**src/rtl/md_seq_engine_if.sv**
```systemverilog
// Request/response bundle between the E-stage issue logic and the multiply/divide engine.
interface md_seq_engine_if #(
  parameter int unsigned WIDTH = 32
);
  logic             start;
  logic [1:0]       op;
  logic [WIDTH-1:0] numa;
  logic [WIDTH-1:0] numb;
  logic             abort;
  logic             busy;
  logic             done;
  logic [WIDTH-1:0] hi_out;
  logic [WIDTH-1:0] lo_out;
  logic             div_by_zero;

  modport master (
    output start, op, numa, numb, abort,
    input  busy, done, hi_out, lo_out, div_by_zero
  );

  modport slave (
    input  start, op, numa, numb, abort,
    output busy, done, hi_out, lo_out, div_by_zero
  );
endinterface

```
**src/rtl/md_seq_engine.sv**
```systemverilog
// Iterative shift-add multiplier / restoring divider producing a {hi,lo} result
// with a one-cycle done pulse; magnitudes are computed and signs re-applied at the end.
module md_seq_engine #(
  parameter int unsigned WIDTH = 32,
  parameter int unsigned ITER  = 32
) (
  input  logic            clk,
  input  logic            reset,
  md_seq_engine_if.slave  bus
);

  localparam int unsigned W2 = 2 * WIDTH;
  localparam int unsigned CW = $clog2(ITER);

  typedef enum logic [1:0] {S_IDLE, S_CALC, S_SIGN} state_t;

  state_t           r_state, w_state_nxt;
  logic [CW-1:0]    r_count;
  logic             r_is_div, r_neg_q, r_neg_r, r_zero;
  logic [WIDTH-1:0] r_a, r_b, r_rem, r_quo;
  logic             r_busy, r_done, r_dbz;
  logic [WIDTH-1:0] r_hi, r_lo;

  logic             w_load, w_iter, w_finish, w_busy_nxt;
  logic             w_a_neg, w_b_neg;
  logic [WIDTH-1:0] w_a_mag, w_b_mag;
  logic [WIDTH:0]   w_sum, w_shift;
  logic             w_ge;
  logic [WIDTH-1:0] w_diff;
  logic [W2-1:0]    w_prod, w_prod_neg;

  // State register
  always_ff @(posedge clk or negedge reset) begin
    if (!reset) r_state <= S_IDLE;
    else        r_state <= w_state_nxt;
  end

  // Next-state logic; abort flushes any in-flight operation
  always_comb begin
    w_state_nxt = r_state;
    case (r_state)
      S_IDLE: if (bus.start) w_state_nxt = S_CALC;
      S_CALC: begin
        if (bus.abort)                          w_state_nxt = S_IDLE;
        else if (r_count == CW'(ITER - 1))      w_state_nxt = S_SIGN;
      end
      S_SIGN:  w_state_nxt = S_IDLE;
      default: w_state_nxt = S_IDLE;
    endcase
  end

  // FSM control outputs
  always_comb begin
    w_load     = 1'b0;
    w_iter     = 1'b0;
    w_finish   = 1'b0;
    w_busy_nxt = (w_state_nxt != S_IDLE);
    case (r_state)
      S_IDLE:  w_load   = bus.start;
      S_CALC:  w_iter   = !bus.abort;
      S_SIGN:  w_finish = !bus.abort;
      default: ;
    endcase
  end

  // Operand magnitudes; op[0] selects signed, op[1] selects divide
  assign w_a_neg = bus.op[0] & bus.numa[WIDTH-1];
  assign w_b_neg = bus.op[0] & bus.numb[WIDTH-1];
  assign w_a_mag = w_a_neg ? (~bus.numa + WIDTH'(1)) : bus.numa;
  assign w_b_mag = w_b_neg ? (~bus.numb + WIDTH'(1)) : bus.numb;

  // Multiply step: {r_rem, r_quo} is the running product with the multiplier in the low half
  assign w_sum = {1'b0, r_rem} + (r_quo[0] ? {1'b0, r_a} : '0);

  // Divide step: r_quo shifts dividend bits out of the top and quotient bits in at the bottom
  assign w_shift = {r_rem, r_quo[WIDTH-1]};
  assign w_ge    = (w_shift >= {1'b0, r_b});
  assign w_diff  = w_shift[WIDTH-1:0] - r_b;

  assign w_prod     = {r_rem, r_quo};
  assign w_prod_neg = ~w_prod + W2'(1);

  // Datapath and registered outputs
  always_ff @(posedge clk or negedge reset) begin
    if (!reset) begin
      r_count  <= '0;
      r_is_div <= 1'b0;
      r_neg_q  <= 1'b0;
      r_neg_r  <= 1'b0;
      r_zero   <= 1'b0;
      r_a      <= '0;
      r_b      <= '0;
      r_rem    <= '0;
      r_quo    <= '0;
      r_busy   <= 1'b0;
      r_done   <= 1'b0;
      r_dbz    <= 1'b0;
      r_hi     <= '0;
      r_lo     <= '0;
    end else begin
      r_busy <= w_busy_nxt;
      r_done <= w_finish;
      if (w_load) begin
        r_is_div <= bus.op[1];
        r_a      <= bus.op[1] ? bus.numa : w_a_mag;
        r_b      <= w_b_mag;
        r_rem    <= '0;
        r_quo    <= bus.op[1] ? w_a_mag : w_b_mag;
        r_neg_q  <= w_a_neg ^ w_b_neg;
        r_neg_r  <= w_a_neg;
        r_zero   <= (bus.numb == '0);
        r_count  <= '0;
      end
      if (w_iter) begin
        r_count <= r_count + CW'(1);
        if (r_is_div) begin
          r_rem <= w_ge ? w_diff : w_shift[WIDTH-1:0];
          r_quo <= {r_quo[WIDTH-2:0], w_ge};
        end else begin
          r_rem <= w_sum[WIDTH:1];
          r_quo <= {w_sum[0], r_quo[WIDTH-1:1]};
        end
      end
      // Divide-by-zero forces hi = original dividend, lo = all ones
      if (w_finish) begin
        r_dbz <= r_is_div & r_zero;
        if (r_is_div && r_zero) begin
          r_hi <= r_a;
          r_lo <= '1;
        end else if (r_is_div) begin
          r_hi <= r_neg_r ? (~r_rem + WIDTH'(1)) : r_rem;
          r_lo <= r_neg_q ? (~r_quo + WIDTH'(1)) : r_quo;
        end else begin
          {r_hi, r_lo} <= r_neg_q ? w_prod_neg : w_prod;
        end
      end
    end
  end

  assign bus.busy        = r_busy;
  assign bus.done        = r_done;
  assign bus.hi_out      = r_hi;
  assign bus.lo_out      = r_lo;
  assign bus.div_by_zero = r_dbz;

endmodule

```
**src/flat_wrapper.sv**
```systemverilog
// flat-port wrapper written by rule: the top's interface ports become plain ports
module md_seq_engine_flat 
#(
  parameter int unsigned WIDTH = 32,
  parameter int unsigned ITER  = 32
)
  (clk, reset, bus_start, bus_op, bus_numa, bus_numb, bus_abort, bus_busy, bus_done, bus_hi_out, bus_lo_out, bus_div_by_zero);
  md_seq_engine_if #(.WIDTH(WIDTH)) bus_i ();
  input  logic clk;
  input  logic reset;
  input wire logic [$bits(bus_i.start)-1:0] bus_start;
  input wire logic [$bits(bus_i.op)-1:0] bus_op;
  input wire logic [$bits(bus_i.numa)-1:0] bus_numa;
  input wire logic [$bits(bus_i.numb)-1:0] bus_numb;
  input wire logic [$bits(bus_i.abort)-1:0] bus_abort;
  output wire logic [$bits(bus_i.busy)-1:0] bus_busy;
  output wire logic [$bits(bus_i.done)-1:0] bus_done;
  output wire logic [$bits(bus_i.hi_out)-1:0] bus_hi_out;
  output wire logic [$bits(bus_i.lo_out)-1:0] bus_lo_out;
  output wire logic [$bits(bus_i.div_by_zero)-1:0] bus_div_by_zero;
  assign bus_i.start = bus_start;
  assign bus_i.op = bus_op;
  assign bus_i.numa = bus_numa;
  assign bus_i.numb = bus_numb;
  assign bus_i.abort = bus_abort;
  assign bus_busy = bus_i.busy;
  assign bus_done = bus_i.done;
  assign bus_hi_out = bus_i.hi_out;
  assign bus_lo_out = bus_i.lo_out;
  assign bus_div_by_zero = bus_i.div_by_zero;
  md_seq_engine #(.WIDTH(WIDTH), .ITER(ITER)) u_core (.clk(clk), .reset(reset), .bus(bus_i));
endmodule
```
**config.mk**
```make
export PLATFORM = sky130hd
export DESIGN_NAME = md_seq_engine_flat
export DESIGN_NICKNAME = d
export VERILOG_FILES = /design/src/rtl/md_seq_engine_if.sv /design/src/rtl/md_seq_engine.sv /design/src/flat_wrapper.sv
export SDC_FILE = /design/constraint.sdc
export NUM_CORES = 1
export LEC_CHECK = 0
export BUFFER_PORTS_ARGS = -buffer_cell sky130_fd_sc_hd__buf_2
export CORE_MARGIN = 10
export CORE_UTILIZATION = 40
export CTS_CLUSTER_SIZE = 30
export DETAILED_ROUTE_END_ITERATION = 12
export SLEW_MARGIN = 20
export SYNTH_ARGS = -nofsm -noshare
export SYNTH_HDL_FRONTEND = slang
export SYNTH_SLANG_ARGS = --single-unit
export TNS_END_PERCENT = 30
```
**constraint.sdc**
```tcl
create_clock -name clk -period 6.2 [get_ports clk]
set_clock_uncertainty 0.05 [all_clocks]
set_input_delay 0.31 -clock clk [delete_from_list [all_inputs] [get_ports clk]]
set_output_delay 0.31 -clock clk [all_outputs]
set_load 0.01 [all_outputs]
```
# --- Yosys cells after proc, flatten, opt, wreduce, memory -nomap -nowiden ---
# Cells that the tools add are included.
totals:
  reg_bits: 206
  in_bits: 70
  output_inout_bits: 67
  word_cells: 70
classes:
  addsub: 8
  order_cmp: 1
  n_eq_ne: 3
  mux: 28
  bitwise_logic: 9
  reduce_logical: 6
ops:
  columns: ["cell", "n"]
  rows:
  - ["32-bit 2-to-1 mux", 18]
  - ["32-bit by 1-bit adder with 32-bit output (second input constant)", 4]
  - ["32-bit NOT", 4]
  - ["64-bit by 1-bit adder with 64-bit output (second input constant)", 1]
  - ["64-bit 2-to-1 mux", 1]
  - ["64-bit NOT", 1]
  - ["32-bit by 33-bit adder with 33-bit output", 1]
  - ["33-bit by 32-bit greater-or-equal comparator with 1-bit output", 1]
  - ["32-bit zero test", 1]
  - ["32-bit subtractor", 1]
  - ["5-bit 2-to-1 mux", 2]
  - ["2-bit 2-to-1 mux", 3]
  - ["5-bit by 1-bit adder with 5-bit output (second input constant)", 1]
  - ["5-bit == test (second input constant)", 1]
  - ["2-bit one-hot mux with 2 select lines", 1]
  - ["2-bit nonzero test", 2]
  - ["1-bit bitwise AND", 3]
  - ["1-bit 2-to-1 mux", 3]
  - ["2-bit by 1-bit == test with 1-bit output (second input constant)", 1]
  - ["2-bit == test (second input constant)", 1]
  - ["2-bit zero test", 1]
  - ["1-bit logical AND", 1]
  - ["1-bit zero test", 1]
  - ["1-bit bitwise XOR", 1]

# --- Depth between registers and ports, before layout ---
depth:
  word_depth: 6
  ltp_mapped: 15
  mapped_depth_nobuf: 13

# --- Least setup slack after synthesis ---
# OpenSTA, ideal clock, no wires.
synth_path:
  kind: "flip-flop to flip-flop"
  startpoint: "reg u_core.r_rem[10]"
  endpoint: "reg u_core.r_rem[15]"
  setup_ns: 0.136
  arrival_time_ns: 2.955
  required_ns: 6.014
  setup_slack_ns: 3.059
  stages_incl_launch_ff: 13
  n_path_buf: 3
  period_less_slack_ns: 3.141
  cell_sequence: "dfrtp_1 ha_1 clkbuf_1 nand2_1 o221a_2 a21oi_1 nor2_1 o211ai_1 clkbuf_1 clkbuf_1 o22ai_1 a31oi_1 o21ai_0"
synth_via:
  elab_chain_cells: 4
  word_cells_on_any_way: 6
  classes_between: "add/sub: 2; order compare: 1; mux: 3"
synth_rtl:
  columns: ["item", "line_no", "rtl"]
  rows:
  - ["from (decl)", "md_seq_engine.sv:20", "logic [WIDTH-1:0] r_a, r_b, r_rem, r_quo;"]
  - ["from (signal assigned)", "md_seq_engine.sv:117", "r_rem <= w_ge ? w_diff : w_shift[WIDTH-1:0];"]
  - ["from (signal assigned)", "md_seq_engine.sv:120", "r_rem <= w_sum[WIDTH:1];"]
  - ["32-bit subtractor / 33-bit by 32-bit greater-or-equal comparator with 1-bit output (equally long branches)", "md_seq_engine.sv:78, md_seq_engine.sv:77", null]
  - ["32-bit 2-to-1 mux", "md_seq_engine.sv:117", null]
  - ["32-bit 2-to-1 mux *", "md_seq_engine.sv:116", "if (r_is_div) begin"]
  - ["32-bit 2-to-1 mux *", "md_seq_engine.sv:114", "if (w_iter) begin"]
# Mark *: on every way between the ends. The rest lies on a longest branch, timed or not.
# A chain may end at the register's enable or synchronous reset.

# --- Worst setup path after layout ---
layout_path:
  startpoint: "reg u_core.r_quo[0]"
  endpoint: "reg u_core.r_rem[25]"
layout_via:
  elab_chain_cells: 4
layout_rtl:
  columns: ["item", "line_no", "rtl"]
  rows:
  - ["from (decl)", "md_seq_engine.sv:20", null]
  - ["from (signal assigned)", "md_seq_engine.sv:108", "r_quo <= bus.op[1] ? w_a_mag : w_b_mag;"]
  - ["from (signal assigned)", "md_seq_engine.sv:118", "r_quo <= {r_quo[WIDTH-2:0], w_ge};"]
  - ["from (signal assigned)", "md_seq_engine.sv:121", "r_quo <= {w_sum[0], r_quo[WIDTH-1:1]};"]
  - ["32-bit 2-to-1 mux", "md_seq_engine.sv:73", "assign w_sum = {1'b0, r_rem} + (r_quo[0] ? {1'b0, r_a} : '0);"]
  - ["32-bit by 33-bit adder with 33-bit output", "md_seq_engine.sv:73", null]
  - ["32-bit 2-to-1 mux", "md_seq_engine.sv:116", null]
  - ["32-bit 2-to-1 mux", "md_seq_engine.sv:114", null]
# Every way passes these cells.

==> flow_metrics.env <==
export IMPL_outcome="completed"
export IMPL_viasPerCell=5.96
export IMPL_ant_nets=0
export IMPL_critPathCapture="u_core.r_rem[25]"
export IMPL_cp_end_kind="register"
export IMPL_swShare_pct=48.1
export IMPL_reg2reg_from="u_core.r_quo[0]"
export IMPL_globalplace_congestion=0.980
export IMPL_power_density_nw_per_um2=446
export IMPL_io_buffers=136
export IMPL_netSwitchingPower_mw=3.83
export IMPL_ys_types=69
export IMPL_htree_num_levels=1
export IMPL_combPwrFrac_pct=52.2
export IMPL_post_route_period_util_pct=61.9
export IMPL_synth_top_flop_cell="dfrtp_1"
export IMPL_initial_utilization_pct=40.3
export IMPL_root_buffer="clkbuf_16"
export IMPL_wl_per_cell_um=23.3
export IMPL_critPathLaunch="u_core.r_quo[0]"
export IMPL_synth_edf_count=0
export IMPL_wl_mm=60.4
export IMPL_setup_tns_ns=0
export IMPL_cts_buffers=24
export IMPL_ys_seq_elements=206
export IMPL_firstDrtPassIters=5
export IMPL_insertion_delay_ns=0.57
export IMPL_final_cells=2589
export IMPL_grt_max_degree=105
export IMPL_hold_class="primary input to register"
export IMPL_maxCapViolations=0
export IMPL_worstPathRequired_ns=6.59
export IMPL_cts_resized=0
export IMPL_rsz0062_at_grt="false"
export IMPL_power_frac_seq_pct=28.7
export IMPL_grt_pass1_wl_mm=90.9
export IMPL_dp_cells=2541
export IMPL_clock_path_buffers=3
export IMPL_cp_arrival_ns=4.23
export IMPL_p_int_mw=4.14
export IMPL_grt_ovfl_total=0
export IMPL_relSlewSlack_pct=32.1
export IMPL_yosys_warnings=0
export IMPL_die_x_um=220
export IMPL_layout_min_cycle_time_ns=3.84
export IMPL_p_leak_nw=8.21
export IMPL_irDropWorstVdd_v=0.000225
export IMPL_synth_nets=2122
export IMPL_die_h_um=220
export IMPL_layout_nets=2188
export IMPL_netlist_area_um2=15900
export IMPL_syn_to_final_growth_pct=12.2
export IMPL_die_area_um2=48200
export IMPL_postCtsSetupRepairBufs=0
export IMPL_cts_sinks=206
export IMPL_worstMarginPinSlew_ns=1.01
export IMPL_max_freq_mhz=261
export IMPL_coreArea_um2=39500
export IMPL_rrSetupSlack_ns=2.36
export IMPL_clk_pin_slew_ns=0.07
export IMPL_async_flop_share_pct=100
export IMPL_p_clk_share_pct=19.1
export IMPL_hold_viol_final=0
export IMPL_start_kind="register"
export IMPL_synth_seq_area_share_pct=32.3
export IMPL_dpl_hpwl_mm=46.6
export IMPL_drc=0
export IMPL_row_count=73
export IMPL_grt_pass1_vias=14883
export IMPL_cp_max_fo=36
export IMPL_crit_type="register to register"
export IMPL_postSynthCellCount=1980
export IMPL_setup_viol=0
export IMPL_track_usage_pct=24.4
export IMPL_drive_gt1_share_pct=10.6
export IMPL_drv_slew=0
export IMPL_vias=15430
export IMPL_avgSynthCellArea_um2=8.05
export IMPL_fillers=4034
export IMPL_io_pins=137
export IMPL_drt_iter0_markers=1338
export IMPL_antenna_found_initial=1
export IMPL_diodes=0
export IMPL_cts_tree="built"
export IMPL_r2r_cells=11
export IMPL_reg2reg_to="u_core.r_rem[25]"
## timing repair
action                                 4_1_cts  5_1_grt
setup endpoints to repair                    0        0
hold buffers                                 4        0
endpoints found under the hold margin      106        0
## state kept, by name (all words and copies together), names as in the netlist
name and count:
u_core.r_quo 32, u_core.r_neg_q 1, u_core.r_state 2, u_core.bus.lo_out 32, u_core.r_neg_r 1, u_core.r_rem 32, u_core.bus.hi_out 32, u_core.bus.busy 1
u_core.bus.done 1, u_core.bus.div_by_zero 1, u_core.r_is_div 1, u_core.r_zero 1, u_core.r_a 32, u_core.r_b 32, u_core.r_count 5
## layer usage
metal  GRT usage (%)  vias up  wire (um)
li1                -     7198          -
met1            32.4     7541      26200
met2            39.0      560      27800
met3            3.48      127       3670
met4            10.5        4       2770
met5               0        -         35
## stage by stage
stage / hold WS [ns] / setup WS, ns / instance area [um2] / total power [mW] / util, %
2_1_floorplan: -0.0356 / 3.06 / 15900 / 5.00 / -
3_3_place_gp: 0.348 / 2.48 / 17000 / 6.37 / 43.0
3_5_place_dp: 0.358 / 2.45 / 17000 / 6.37 / 43.0
4_1_cts: 0.0105 / 2.43 / 17900 / 7.92 / 45.2
5_1_grt: 0.0586 / 2.04 / 17900 / 8.46 / 45.2
6_report: 0.0319 / 2.36 / 17900 / 7.97 / 45.2
## synthesized netlist by cell type (16+ instances only)
cell type / count / area [um2]
nand2_1: 226 / 848
dfrtp_1: 206 / 5150
o21ai_0: 198 / 991
nor2_1: 188 / 706
a21oi_1: 172 / 861
xnor2_1: 106 / 928
clkbuf_1: 99 / 372
xor2_1: 96 / 841
ha_1: 70 / 876
mux2i_1: 63 / 631
inv_1: 57 / 214
and2_1: 44 / 275
nor3_1: 33 / 165
a21o_1: 30 / 225
nand3_1: 28 / 140
and3_1: 27 / 169
a31oi_1: 25 / 156
o31ai_1: 23 / 173
o221ai_1: 22 / 193
nand2b_1: 18 / 113
buf_1: 17 / 63.8
nor4_1: 16 / 100
## final cells by class
cell class	count	area (um2)	area share (%)
Inverter	57	214	1.20
Clock inverter	15	183	1.02
Timing Repair Buffer	158	878	4.91
Tap cell	525	657	3.67
Clock buffer	29	649	3.63
Multi-Input combinational cell	1599	10100	56.7
Sequential cell	206	5160	28.8
## power groups by stage
stage	registers (mW)	logic (mW)	clock network, mW
after floorplan	1.89	3.11	0
after global placement	2.28	4.08	0
after detailed placement	2.30	4.08	0
after CTS	2.27	4.10	1.55
after global routing	2.31	4.55	1.60
final	2.29	4.16	1.52
## kinds of logic after synthesis
kind of cell | Yosys count | share of synthesized area, %
flip-flops | 206 | 32.3
XOR/XNOR | 202 | 11.1
adder cells (fa/ha/maj) | 72 | 5.75
multiplexers | 67 | 4.24
AO/OA/AOI/OAI | 588 | 22.5
buffers and inverters | 175 | 4.14
AND/OR/NAND/NOR | 670 | 19.9
## how the worst min path moves through the flow
stage            startpoint               end  slack, ns  cells after the start
3_5_place_dp          reset  u_core.r_rem[29]       0.36                      1
5_1_grt         bus_numa[0]     u_core.r_a[0]       0.06                      3
6_report       bus_numa[22]    u_core.r_a[22]       0.03                      3
3_3_place_gp          reset  u_core.r_rem[26]       0.35                      1
2_1_floorplan         reset   u_core.bus.busy      -0.04                      0
4_1_cts         bus_numa[0]     u_core.r_a[0]       0.01                      3
## critical path, stage by stage (launching register included)
cell      delay [ns]
dfrtp_1         1.00
and2_1          0.25
ha_1            0.29
o21ai_0         0.23
a21oi_1         0.11
o311ai_0        0.42
nand3b_1        0.33
a21o_1          0.28
a21oi_1         0.17
xor2_1          0.23
nor2_1          0.07
a221o_1         0.27
## layout by cell type (no fill, tap or decap), drive strengths merged, types with 7 or more instances in the layout
master,instances
o41ai,8
and3,27
o211ai,10
nor2,188
o221ai,22
nand2,226
a21oi,172
or3,14
nand3,28
dfrtp,206
a22o,11
nor3,35
o31ai,24
a31oi,25
buf,154
xor2,96
o21ai,198
a22oi,7
a221o,14
mux2i,63
ha,70
nor4,16
inv,56
nor2b,13
and2,44
nand2b,18
nand4,14
a21o,30
clkbuf,29
or4,16
a211oi,11
o21a,8
xnor2,106
clkinv,10
o21bai,10
Note: power is estimated with default switching activity, not from simulation.
